--- src/rtl/f8_console_pkg.sv ---
// -----------------------------------------------------------------------------
// f8_console_pkg
// Shared types and constants for the GPIO-to-UART bench console.
//   tx_state_t  : transmitter FSM states (IDLE, START, DATA, STOP)
//   FRAME_BITS  : bits per 8N1 frame (start + 8 data + stop)
//   DATA_BITS   : payload bits per frame
// -----------------------------------------------------------------------------
package f8_console_pkg;

    typedef enum logic [1:0] {
        IDLE  = 2'd0,
        START = 2'd1,
        DATA  = 2'd2,
        STOP  = 2'd3
    } tx_state_t;

    localparam int FRAME_BITS = 10;
    localparam int DATA_BITS  = FRAME_BITS - 2;

endpackage

--- src/rtl/gpio_uart_console_if.sv ---
// -----------------------------------------------------------------------------
// gpio_uart_console_if
// Bundles the console's GPIO input side and UART/status output side.
//   gpio_data   : byte to emit (from gpio0pins)
//   gpio_strobe : toggle-type write strobe (from gpio1pins[0])
//   tx          : UART serial line, idle high
//   busy        : frame in flight or FIFO non-empty
//   overflow    : sticky "byte dropped" flag
//   fifo_level  : bytes currently queued
// master = the GPIO/system side, slave = the console.
// -----------------------------------------------------------------------------
interface gpio_uart_console_if #(
    parameter int FIFO_DEPTH = 4
);
    localparam int LW = $clog2(FIFO_DEPTH) + 1;

    logic [7:0]    gpio_data;
    logic          gpio_strobe;
    logic          tx;
    logic          busy;
    logic          overflow;
    logic [LW-1:0] fifo_level;

    modport master (
        output gpio_data, gpio_strobe,
        input  tx, busy, overflow, fifo_level
    );

    modport slave (
        input  gpio_data, gpio_strobe,
        output tx, busy, overflow, fifo_level
    );
endinterface

--- src/rtl/console_fifo.sv ---
// -----------------------------------------------------------------------------
// console_fifo
// Small synchronous byte FIFO with first-word fall-through read data.
//   clk, rst_n : clock, asynchronous active-low reset
//   i_push     : write i_data (ignored when full unless i_pop is accepted)
//   i_data     : write data
//   i_pop      : consume the head entry (ignored when empty)
//   o_data     : head entry, valid whenever o_level != 0
//   o_level    : number of stored entries (0..DEPTH)
// DEPTH must be a power of two so the pointers wrap by natural overflow.
// -----------------------------------------------------------------------------
module console_fifo #(
    parameter int DEPTH = 4,
    parameter int WIDTH = 8
) (
    input  logic                     clk,
    input  logic                     rst_n,
    input  logic                     i_push,
    input  logic [WIDTH-1:0]         i_data,
    input  logic                     i_pop,
    output logic [WIDTH-1:0]         o_data,
    output logic [$clog2(DEPTH):0]   o_level
);
    localparam int            AW       = $clog2(DEPTH);
    localparam int            LW       = AW + 1;
    localparam logic [LW-1:0] FULL_LVL = LW'(DEPTH);

    logic [WIDTH-1:0] r_mem [DEPTH];
    logic [AW-1:0]    r_wr_ptr;
    logic [AW-1:0]    r_rd_ptr;
    logic [LW-1:0]    r_level;

    logic w_full;
    logic w_empty;
    logic w_pop_ok;
    logic w_push_ok;

    assign w_full    = (r_level == FULL_LVL);
    assign w_empty   = (r_level == '0);
    assign w_pop_ok  = i_pop && !w_empty;
    // A push into a full FIFO still fits when the head leaves on the same edge.
    assign w_push_ok = i_push && (!w_full || w_pop_ok);

    // NOTE: sequential state uses non-blocking (<=) so every register samples
    // pre-edge values and the order of statements cannot create races.
    always_ff @(posedge clk or negedge rst_n) begin
        if (!rst_n) begin
            r_wr_ptr <= '0;
            r_rd_ptr <= '0;
            r_level  <= '0;
        end else begin
            if (w_push_ok) r_wr_ptr <= r_wr_ptr + 1'b1;
            if (w_pop_ok)  r_rd_ptr <= r_rd_ptr + 1'b1;
            case ({w_push_ok, w_pop_ok})
                2'b10:   r_level <= r_level + 1'b1;
                2'b01:   r_level <= r_level - 1'b1;
                default: r_level <= r_level;
            endcase
        end
    end

    // NOTE: the storage array has no reset; an entry is only ever read after it
    // was written, and leaving it out keeps it mappable to plain RAM/flops.
    always_ff @(posedge clk) begin
        if (w_push_ok) r_mem[r_wr_ptr] <= i_data;
    end

    assign o_data  = r_mem[r_rd_ptr];
    assign o_level = r_level;

endmodule

--- src/rtl/gpio_uart_console.sv ---
// -----------------------------------------------------------------------------
// gpio_uart_console
// Captures bytes written over GPIO (data byte + toggle strobe) and serialises
// them as 8N1 UART frames for the bench console.
//   clk              : system clock, rising edge
//   power_on_reset_n : asynchronous active-low reset
//   bus (slave)      : gpio_data/gpio_strobe in; tx/busy/overflow/fifo_level out
// Parameters:
//   CLKS_PER_BIT : clocks per UART bit (2..65535)
//   FIFO_DEPTH   : byte FIFO entries (power of two, 2..16)
// Write path: 2-flop synchronisers -> strobe edge detect -> console_fifo.
// Transmit path: IDLE/START/DATA/STOP FSM with a down-counting baud counter.
// -----------------------------------------------------------------------------
module gpio_uart_console
    import f8_console_pkg::*;
#(
    parameter int CLKS_PER_BIT = 4,
    parameter int FIFO_DEPTH   = 4
) (
    input  logic                 clk,
    input  logic                 power_on_reset_n,
    gpio_uart_console_if.slave   bus
);
    localparam int            LW          = $clog2(FIFO_DEPTH) + 1;
    localparam logic [LW-1:0] FULL_LVL    = LW'(FIFO_DEPTH);
    localparam logic [15:0]   BAUD_RELOAD = 16'(CLKS_PER_BIT - 1);
    localparam logic [2:0]    LAST_BIT    = 3'(DATA_BITS - 1);

    // Synchronisers and write-event detection
    logic       r_strobe_s1;
    logic       r_strobe_s2;
    logic       r_strobe_prev;
    logic [7:0] r_data_s1;
    logic [7:0] r_data_s2;
    logic       w_wr_event;
    logic       w_drop;
    logic       r_overflow;

    // FIFO connection
    logic          w_pop;
    logic [7:0]    w_fifo_data;
    logic [LW-1:0] w_level;
    logic          w_fifo_nonempty;

    // Transmitter
    tx_state_t  r_state;
    tx_state_t  w_state_nxt;
    logic [15:0] r_baud;
    logic [15:0] w_baud_nxt;
    logic [2:0]  r_bit_cnt;
    logic [2:0]  w_bit_cnt_nxt;
    logic [7:0]  r_shift;
    logic [7:0]  w_shift_nxt;
    logic        r_tx;
    logic        w_tx_nxt;
    logic        w_bit_end;

    // -------------------------------------------------------------------------
    // Input synchronisers. Data and strobe use the same two-stage depth so the
    // byte seen with a strobe edge is the byte that was set up with it.
    // -------------------------------------------------------------------------
    always_ff @(posedge clk or negedge power_on_reset_n) begin
        if (!power_on_reset_n) begin
            r_strobe_s1   <= 1'b0;
            r_strobe_s2   <= 1'b0;
            r_strobe_prev <= 1'b0;
            r_data_s1     <= '0;
            r_data_s2     <= '0;
        end else begin
            r_strobe_s1   <= bus.gpio_strobe;
            r_strobe_s2   <= r_strobe_s1;
            r_strobe_prev <= r_strobe_s2;
            r_data_s1     <= bus.gpio_data;
            r_data_s2     <= r_data_s1;
        end
    end

    // Either edge of the synchronised strobe is one write.
    assign w_wr_event      = r_strobe_s2 ^ r_strobe_prev;
    assign w_fifo_nonempty = (w_level != '0);
    // A write into a full FIFO is lost unless the transmitter frees a slot now.
    assign w_drop          = w_wr_event && (w_level == FULL_LVL) && !w_pop;

    always_ff @(posedge clk or negedge power_on_reset_n) begin
        if (!power_on_reset_n) begin
            r_overflow <= 1'b0;
        end else if (w_drop) begin
            r_overflow <= 1'b1;
        end
    end

    console_fifo #(
        .DEPTH (FIFO_DEPTH),
        .WIDTH (8)
    ) u_fifo (
        .clk     (clk),
        .rst_n   (power_on_reset_n),
        .i_push  (w_wr_event),
        .i_data  (r_data_s2),
        .i_pop   (w_pop),
        .o_data  (w_fifo_data),
        .o_level (w_level)
    );

    // -------------------------------------------------------------------------
    // Transmitter FSM. The baud counter runs CLKS_PER_BIT-1 down to 0 in every
    // bit; zero marks the last cycle of the current bit. w_tx_nxt is the line
    // value for the next bit so tx itself comes straight out of a flop.
    // -------------------------------------------------------------------------
    assign w_bit_end = (r_baud == '0);

    always_ff @(posedge clk or negedge power_on_reset_n) begin
        if (!power_on_reset_n) begin
            r_state   <= IDLE;
            r_baud    <= '0;
            r_bit_cnt <= '0;
            r_shift   <= '0;
            r_tx      <= 1'b1;
        end else begin
            r_state   <= w_state_nxt;
            r_baud    <= w_baud_nxt;
            r_bit_cnt <= w_bit_cnt_nxt;
            r_shift   <= w_shift_nxt;
            r_tx      <= w_tx_nxt;
        end
    end

    // NOTE: every output of this block is given a default first, so no path
    // leaves a signal unassigned and no latch is inferred.
    always_comb begin
        w_state_nxt   = r_state;
        w_baud_nxt    = r_baud;
        w_bit_cnt_nxt = r_bit_cnt;
        w_shift_nxt   = r_shift;
        w_tx_nxt      = r_tx;
        w_pop         = 1'b0;

        case (r_state)
            IDLE: begin
                w_tx_nxt = 1'b1;
                if (w_fifo_nonempty) begin
                    w_pop       = 1'b1;
                    w_shift_nxt = w_fifo_data;
                    w_baud_nxt  = BAUD_RELOAD;
                    w_tx_nxt    = 1'b0;
                    w_state_nxt = START;
                end
            end

            START: begin
                if (w_bit_end) begin
                    w_baud_nxt    = BAUD_RELOAD;
                    w_bit_cnt_nxt = '0;
                    w_tx_nxt      = r_shift[0];
                    w_state_nxt   = DATA;
                end else begin
                    w_baud_nxt = r_baud - 16'd1;
                end
            end

            DATA: begin
                if (w_bit_end) begin
                    w_baud_nxt = BAUD_RELOAD;
                    if (r_bit_cnt == LAST_BIT) begin
                        w_tx_nxt    = 1'b1;
                        w_state_nxt = STOP;
                    end else begin
                        // Bit 0 is already on the line; shift and present the next.
                        w_bit_cnt_nxt = r_bit_cnt + 3'd1;
                        w_shift_nxt   = {1'b0, r_shift[7:1]};
                        w_tx_nxt      = r_shift[1];
                    end
                end else begin
                    w_baud_nxt = r_baud - 16'd1;
                end
            end

            STOP: begin
                if (w_bit_end) begin
                    if (w_fifo_nonempty) begin
                        // Chain straight into the next start bit: no idle gap.
                        w_pop       = 1'b1;
                        w_shift_nxt = w_fifo_data;
                        w_baud_nxt  = BAUD_RELOAD;
                        w_tx_nxt    = 1'b0;
                        w_state_nxt = START;
                    end else begin
                        w_tx_nxt    = 1'b1;
                        w_state_nxt = IDLE;
                    end
                end else begin
                    w_baud_nxt = r_baud - 16'd1;
                end
            end

            default: begin
                w_tx_nxt    = 1'b1;
                w_state_nxt = IDLE;
            end
        endcase
    end

    assign bus.tx         = r_tx;
    assign bus.busy       = (r_state != IDLE) || w_fifo_nonempty;
    assign bus.overflow   = r_overflow;
    assign bus.fifo_level = w_level;

endmodule

--- src/flat_wrapper.sv ---
// flat-port wrapper written by rule: the top's interface ports become plain ports
module gpio_uart_console_flat import f8_console_pkg::*;
#(
    parameter int CLKS_PER_BIT = 4,
    parameter int FIFO_DEPTH   = 4
)
  (clk, power_on_reset_n, bus_gpio_data, bus_gpio_strobe, bus_tx, bus_busy, bus_overflow, bus_fifo_level);
  gpio_uart_console_if #(.FIFO_DEPTH(FIFO_DEPTH)) bus_i ();
  input  logic clk;
  input  logic power_on_reset_n;
  input wire logic [$bits(bus_i.gpio_data)-1:0] bus_gpio_data;
  input wire logic [$bits(bus_i.gpio_strobe)-1:0] bus_gpio_strobe;
  output wire logic [$bits(bus_i.tx)-1:0] bus_tx;
  output wire logic [$bits(bus_i.busy)-1:0] bus_busy;
  output wire logic [$bits(bus_i.overflow)-1:0] bus_overflow;
  output wire logic [$bits(bus_i.fifo_level)-1:0] bus_fifo_level;
  assign bus_i.gpio_data = bus_gpio_data;
  assign bus_i.gpio_strobe = bus_gpio_strobe;
  assign bus_tx = bus_i.tx;
  assign bus_busy = bus_i.busy;
  assign bus_overflow = bus_i.overflow;
  assign bus_fifo_level = bus_i.fifo_level;
  gpio_uart_console #(.CLKS_PER_BIT(CLKS_PER_BIT), .FIFO_DEPTH(FIFO_DEPTH)) u_core (.clk(clk), .power_on_reset_n(power_on_reset_n), .bus(bus_i));
endmodule
--- config.mk ---
export PLATFORM = sky130hd
export DESIGN_NAME = gpio_uart_console_flat
export DESIGN_NICKNAME = d
export VERILOG_FILES = /design/src/rtl/f8_console_pkg.sv /design/src/rtl/gpio_uart_console_if.sv /design/src/rtl/console_fifo.sv /design/src/rtl/gpio_uart_console.sv /design/src/flat_wrapper.sv
export SDC_FILE = /design/constraint.sdc
export NUM_CORES = 1
export LEC_CHECK = 0
export BUFFER_PORTS_ARGS = -buffer_cell sky130_fd_sc_hd__buf_2
export CORE_MARGIN = 2
export CORE_UTILIZATION = 55
export CTS_CLUSTER_DIAMETER = 200
export CTS_CLUSTER_SIZE = 16
export DETAILED_ROUTE_END_ITERATION = 10
export PLACE_DENSITY = 0.75
export SKIP_LAST_GASP = 1
export SLEW_MARGIN = 20
export SYNTH_ARGS = -nofsm -noshare
export SYNTH_HDL_FRONTEND = slang
export SYNTH_SLANG_ARGS = --single-unit
--- constraint.sdc ---
create_clock -name clk -period 2.68 [get_ports clk]
set_input_delay 0.134 -clock clk [delete_from_list [all_inputs] [get_ports clk]]
set_output_delay 0.134 -clock clk [all_outputs]
set_load 0.03 [all_outputs]
Yosys cells after proc, flatten, opt, wreduce, memory -nomap -nowiden:

Memory sizes are Yosys's and may differ from the RTL's.
Index checks and enable logic that the tools add are counted.

* bitwise operators: 1
* $add $sub $neg: 6
* multiplexer cells: 32
* reductions and logical operators: 22
* equal/unequal tests: 13

Operator list (number)
* 16-bit 2-to-1 mux: 3
* 16-bit case mux with 3 select lines: 1
* 8-bit 2-to-1 mux: 4
* 8-bit case mux with 3 select lines: 1
* 16-bit zero test: 1
* 16-bit by 1-bit subtractor with 16-bit output, second input constant: 1
* 3-bit case mux with 2 select lines: 2
* 1-bit 2-to-1 mux: 10
* 2-bit 2-to-1 mux: 5
* 2-bit by 1-bit inequality test with 1-bit output, second input constant: 5
* 3-bit 2-to-1 mux: 3
* 2-bit case mux with 4 select lines: 1
* 4-bit AND reduction: 2
* 3-bit by 1-bit adder with 3-bit output, second input constant: 2
* 2-bit equality test, second input constant: 3
* 3-bit equality test, second input constant: 2
* 2-bit nonzero test: 3
* 3-bit nonzero test: 2
* 5-bit AND reduction: 1
* 2-bit by 1-bit adder with 2-bit output, second input constant: 2
* 2-bit by 1-bit equality test with 1-bit output, second input constant: 2
* 1-bit logical AND: 4
* 1-bit case mux with 4 select lines: 1
* 1-bit zero test: 3
* other kinds (9): 10

* output and inout bits: 6
* register bits after elaboration: 57
* bits of input ports: 11
* logic and storage cells: 89
* RAM bits: 32
* memories kept: 1

Memory list
* u_core.u_fifo.r_mem: words 4, width 8, read ports 1, clocked after Yosys merged registers in 0, wr ports 1, line console_fifo.sv:28 `logic [WIDTH-1:0] r_mem [DEPTH];`

Longest topological paths before layout:

* depth in word-level cells: 9
* mapped depth: 8
* mapped depth without buffers: 8

Hierarchy:

From an unflattened synthesis, not the netlist that was laid out.

* cell total of the unflattened synthesis: 324
* area, all modules: 4080.2 um^2

Modules (own cells, without submodules)
* gpio_uart_console: area each 2407.3 um^2, sequential area each 1252.5 um^2, instances 1, cells an instance 230
* console_fifo: area each 1672.9 um^2, sequential area each 1136.1 um^2, instances 1, cells an instance 94

Worst setup path before layout:

OpenSTA, ideal clock, no wires.

* path type: register -> register
* from: reg u_core.r_baud[0]
* to: mem u_core.u_fifo.r_mem[2][0] (enable)
* stages on the path, launching flop included: 8
* buffers on the path: 0
* library setup time: 332 ps
* path slack: 187 ps
* required time: 2348 ps
* data arrival time: 2161 ps
* period minus slack after synthesis: 2493 ps
* cells stage by stage: dfrtp_1 -> inv_1 -> ha_1 -> or4b_4 -> nor4_4 -> o21ai_0 -> a21oi_2 -> and2_1

* cells in the longest elaborated chain, start to end: 8

Ends and longest elaborated chain
* start: declaration: line gpio_uart_console.sv:48 `logic [15:0] r_baud;`
* start signal: assignment: line gpio_uart_console.sv:121 `r_baud <= w_baud_nxt;`
* 16-bit zero test: line gpio_uart_console.sv:110 `assign w_bit_end = (r_baud == '0);`
* 1-bit 2-to-1 mux: line gpio_uart_console.sv:179 `if (w_bit_end) begin`
* 1-bit case mux with 2 select lines: line gpio_uart_console.sv:138 `case (r_state)`
* 1-bit logical AND: line console_fifo.sv:40 `assign w_pop_ok = i_pop && !w_empty;`
* 1-bit logical OR: line console_fifo.sv:42 `assign w_push_ok = i_push && (!w_full || w_pop_ok);`
* 1-bit logical AND: line console_fifo.sv:42
* 1-bit 2-to-1 mux: line console_fifo.sv:65 `if (w_push_ok) r_mem[r_wr_ptr] <= i_data;`
* 1-bit 2-to-1 mux (implied by the code): line console_fifo.sv:65
* end: declaration: line console_fifo.sv:28

Every way passes these cells.

Worst setup path after layout:

* from: reg u_core.r_baud[10]
* to: reg u_core.u_fifo.r_level[2], in the netlist u_core.u_fifo.o_level[2]

* cells in the longest elaborated chain, start to end: 8
* elaborated cells between the ends (all ways): 10
* those cells by class: eq/ne (2); mux (3); reduce/logical (5)

Ends and longest elaborated chain
* 16-bit zero test *: line gpio_uart_console.sv:110
* 1-bit 2-to-1 mux *: line gpio_uart_console.sv:179
* 1-bit case mux with 2 select lines *: line gpio_uart_console.sv:138
* 1-bit logical AND *: line console_fifo.sv:40
* 1-bit logical OR: line console_fifo.sv:42
* 1-bit logical AND: line console_fifo.sv:42
* 2-bit by 1-bit equality test with 1-bit output or 2-bit equality test (tied branches): line console_fifo.sv:54 `case ({w_push_ok, w_pop_ok})`
* 3-bit case mux with 2 select lines or 2-bit nonzero test (tied branches)
* end signal: assignment: line console_fifo.sv:55 `2'b10: r_level <= r_level + 1'b1;`
* end signal: assignment: line console_fifo.sv:56 `2'b01: r_level <= r_level - 1'b1;`
* end signal: assignment: line console_fifo.sv:57 `default: r_level <= r_level;`
* end: declaration: line console_fifo.sv:31 `logic [LW-1:0] r_level;`

Mark *: on every way between the ends. The rest lies on a longest branch, timed or not.
A chain may end at the register's enable or synchronous reset.

==> run_results.csv <==
group,metric,value,unit
synth,ys_seq_elements,89,
min_path,hold_start,"u_core.r_data_s1[1]",
timing,rsz0062_at_grt,"false",
synth,ys_top_cells_by_area,"dfrtp_1 (35%), edfxtp_1 (24%), mux4_2 (4.5%)",
synth,synth_flop_cell,"dfrtp_1",
clocking,cts.clk_slew.worst_paths,0.09,ns
min_path,hold_path.class,"flip-flop to flip-flop",
detailed_routing,vias_per_cell,5.582,
floorplanning,start_util,0.5765,
global_route,track_usage,0.2082,
setup_path,rr_worst_depth,6,
placed_design,detailed_place_hpwl,4.949,mm
timing,max-slew-margin-rel,0.4425,
synth,syn-instance-count,308,
floorplanning,ios,17,
synth,avgSynthCellArea,12.86,µm²
cells_and_area,n_fill_cell,475,
clocking,clock-root-buffer,"clkbuf_8",
timing,finalCritPeriodShare,0.9609,
clocking,cts-buffers-inserted,9,
global_route,antenna_found_initial,0,
setup_path,critPathArrivalTime,2.87,ns
power,vdd.ir_drop.worst,0.0007850,V
timing,fin_worst_skew,0.01198,ns
setup_path,worst_setup_path_end_kind,"flip-flop",
detailed_routing,wl,7.092,mm
synth,synthTopCellsByCount,"dfrtp_1 (56), edfxtp_1 (32), nand2_1 (30), nor2_1 (22), nor3_1 (16)",
setup_path,rr_endpoint,"u_core.u_fifo.o_level[2]",
cells_and_area,fin_nets,380,
detailed_routing,drc_errors,0,
placed_design,gp_congestion,0.8508,
synth,yosysSeqAreaShare,0.6032,
detailed_routing,wl_per_cell,15.52,µm
cells_and_area,drive_above_1_share,0.2299,
detailed_routing,final_antenna_net_count,0,
clocking,numClockSinks,89,
min_path,hold_path_end,"u_core.r_data_s2[1]",
clocking,h-tree-depth,3,
setup_path,reg2reg_from,"u_core.r_baud[10]",
clocking,clock_path_buffers,2,
min_path,holdPathStages,0,
synth,yosys.area.top_type,"dfrtp_1",
clocking,cts_tree,"done",
job,maxCapViolations,0,
setup_path,crit_fanout,7,
timing,setup_tns,0,ns
run_status,status,"completed",
detailed_routing,highest_layer,"met4",
cells_and_area,areaGrowthSynthToFinish,17.16,%
synth,synth.most_common_cell,"dfrtp_1",
global_route,grt_max_degree,38,
synth,syn-cell-area,3960,µm²
setup_path,critPathKind,"flip-flop to flip-flop",
detailed_routing,first_iter_violations,207,
placed_design,place_area,4289,µm²
cells_and_area,antenna_cells,0,
floorplanning,die_w,88.86,µm
clocking,clk_latency,0.36,ns
detailed_routing,vias,2551,
timing,fmax,0.3883,GHz
timing,hold_violations,0,
detailed_routing,drt-pass1-iter-count,4,
synth,ys_types,56,
setup_path,r2r_slack,0.10,ns
timing,min_period,2.575,ns
cells_and_area,stdcell_area,4639,µm²
detailed_routing,met1Wirelength,3.468,mm
synth,synth_edf_count,32,
floorplanning,row_count,30,
synth,synth_top_area_frac,0.3539,
timing,tightest_slew,0.8362,ns
synth,synth_async_sr_flop_share,0.6404,
timing,setup_viol,0,
detailed_routing,wl_met2,3.180,mm
power,power_density,1236,nW/µm²
power,cellLeakagePower,1.892,nW
global_route,grt_pass1_vias,2490,
placed_design,port_buffers,16,
floorplanning,core_area,6869,µm²
synth,syn-num-nets,332,
synth,yosysWarnings,0,
floorplanning,dieArea,7895,µm²
floorplanning,die_h,88.86,µm
setup_path,critPathRequiredTime,2.97,ns
timing,drv_slew,0,
global_route,grt_pass1_wl,12.08,mm
global_route,overflow,0,
setup_path,cp-start-kind,"flip-flop",
detailed_routing,dr_wl_met3,292,µm
-- logic make-up (layout without fill, tap and decap cells) --
| family | after synthesis | in the layout | synth area share |
|---|---|---|---|
| multiplexers | 14 | 14 | 0.06129 |
| AO/OA/AOI/OAI | 61 | 61 | 0.1150 |
| adder cells (fa/ha/maj) | 13 | 13 | 0.04297 |
| AND/OR/NAND/NOR | 101 | 101 | 0.1343 |
| flip-flops | 89 | 89 | 0.6032 |
| buffers and inverters | 22 | 75 | 0.02559 |
| XOR/XNOR | 8 | 8 | 0.01769 |
-- stage by stage --
step	util	power, mW	hold slack (ns)	setup slack [ns]	instances
after CTS	0.6710	5.727	0.3586	0.04452	454
after floorplan	-	3.969	-0.1616	0.1869	308
after global placement	0.6244	4.656	0.2416	0.08570	428
after detailed placement	0.6244	4.730	0.2437	0.02681	428
final	0.6754	5.736	0.3580	0.1047	457
after global routing	0.6754	6.180	0.3679	0.0009612	457
-- cells in the final DEF, fill, tap and decap left out, drive strengths merged, types with 2 or more instances in the layout --
cell type and count:
nand2 30, a311oi 4, dfrtp 56, dlygate4sd3 10, mux2 2, o21ai 12, nor3 16, buf 37
or4 6, or2 2, ha 12, a21oi 12, a21o 2, mux2i 4, mux4 8, clkinv 3
nand2b 2, edfxtp 32, a31oi 12, a22oi 2, inv 15, nor2 22, and2 5, xnor2 7
nand3 4, nand3b 2, or4b 2, nor4 3, clkbuf 9, or3 2, a31o 3, nor2b 2
-- critical path, cell delays in order, from the launching register on --
cell	delay [ns]
dfrtp_1	0.40
or4_1	0.71
nor4_4	0.46
o211ai_1	0.22
fa_2	0.38
mux2i_1	0.18
xor2_1	0.15
-- area by class of cell --
cell class / instances / area, µm² / share of cell area
multi-input combinational: 197 / 1479 / 0.3188
sequential: 89 / 2389 / 0.5148
timing repair buffer: 47 / 387.9 / 0.08360
clock buffer: 9 / 123.9 / 0.02670
inverter: 12 / 45.04 / 0.009709
clock inverter: 7 / 95.09 / 0.02050
tap: 96 / 120.1 / 0.02589
-- what timing repair did --
action,CTS,global route
gates resized for setup,1,4
cloned,0,0
endpoints found under the setup margin,1,34
pin swaps,0,3
hold endpoints to repair,44,0
hold buffers,10,0
setup buffers,0,3
-- per-layer routing --
layer	global-route usage	up-vias
met4	0.1006	0
li1	-	1238
met2	0.2944	48
met1	0.3132	1253
met5	0	-
met3	0.03825	12
-- worst max-delay path by stage --
stage	end	slack, ns	startpoint	cells past startpoint
final	u_core.u_fifo.o_level[2]	0.10	u_core.r_baud[10]	6
after global routing	u_core.u_fifo.r_mem[0][1]	0.001	u_core.r_baud[10]	6
after CTS	u_core.u_fifo.r_mem[2][7]	0.04	u_core.r_baud[1]	7
after detailed placement	u_core.u_fifo.r_mem[3][4]	0.03	u_core.r_baud[0]	7
after global placement	u_core.u_fifo.r_mem[3][5]	0.09	u_core.r_baud[0]	7
after floorplan	u_core.u_fifo.r_mem[2][0]	0.19	u_core.r_baud[0]	7
-- flip-flops by register name, summed over array words and instances, names as in the netlist, 2 cells and up --
name,cells
u_core.r_data_s2,8
u_core.r_shift,8
u_core.u_fifo.r_mem,32
u_core.r_state,2
u_core.u_fifo.r_wr_ptr,2
u_core.r_data_s1,8
u_core.r_bit_cnt,3
u_core.r_baud,16
u_core.u_fifo.o_level,3
u_core.u_fifo.r_rd_ptr,2
-- power by group --
group | leakage [nW] | internal (mW) | switching [mW] | total (mW)
combinational | 0.798 | 1.21 | 1.47 | 2.68
sequential | 0.984 | 1.80 | 0.286 | 2.08
clock | 0.111 | 0.458 | 0.519 | 0.977
total | 1.89 | 3.46 | 2.28 | 5.74
No activity file was read; power rests on OpenSTA's default activity.
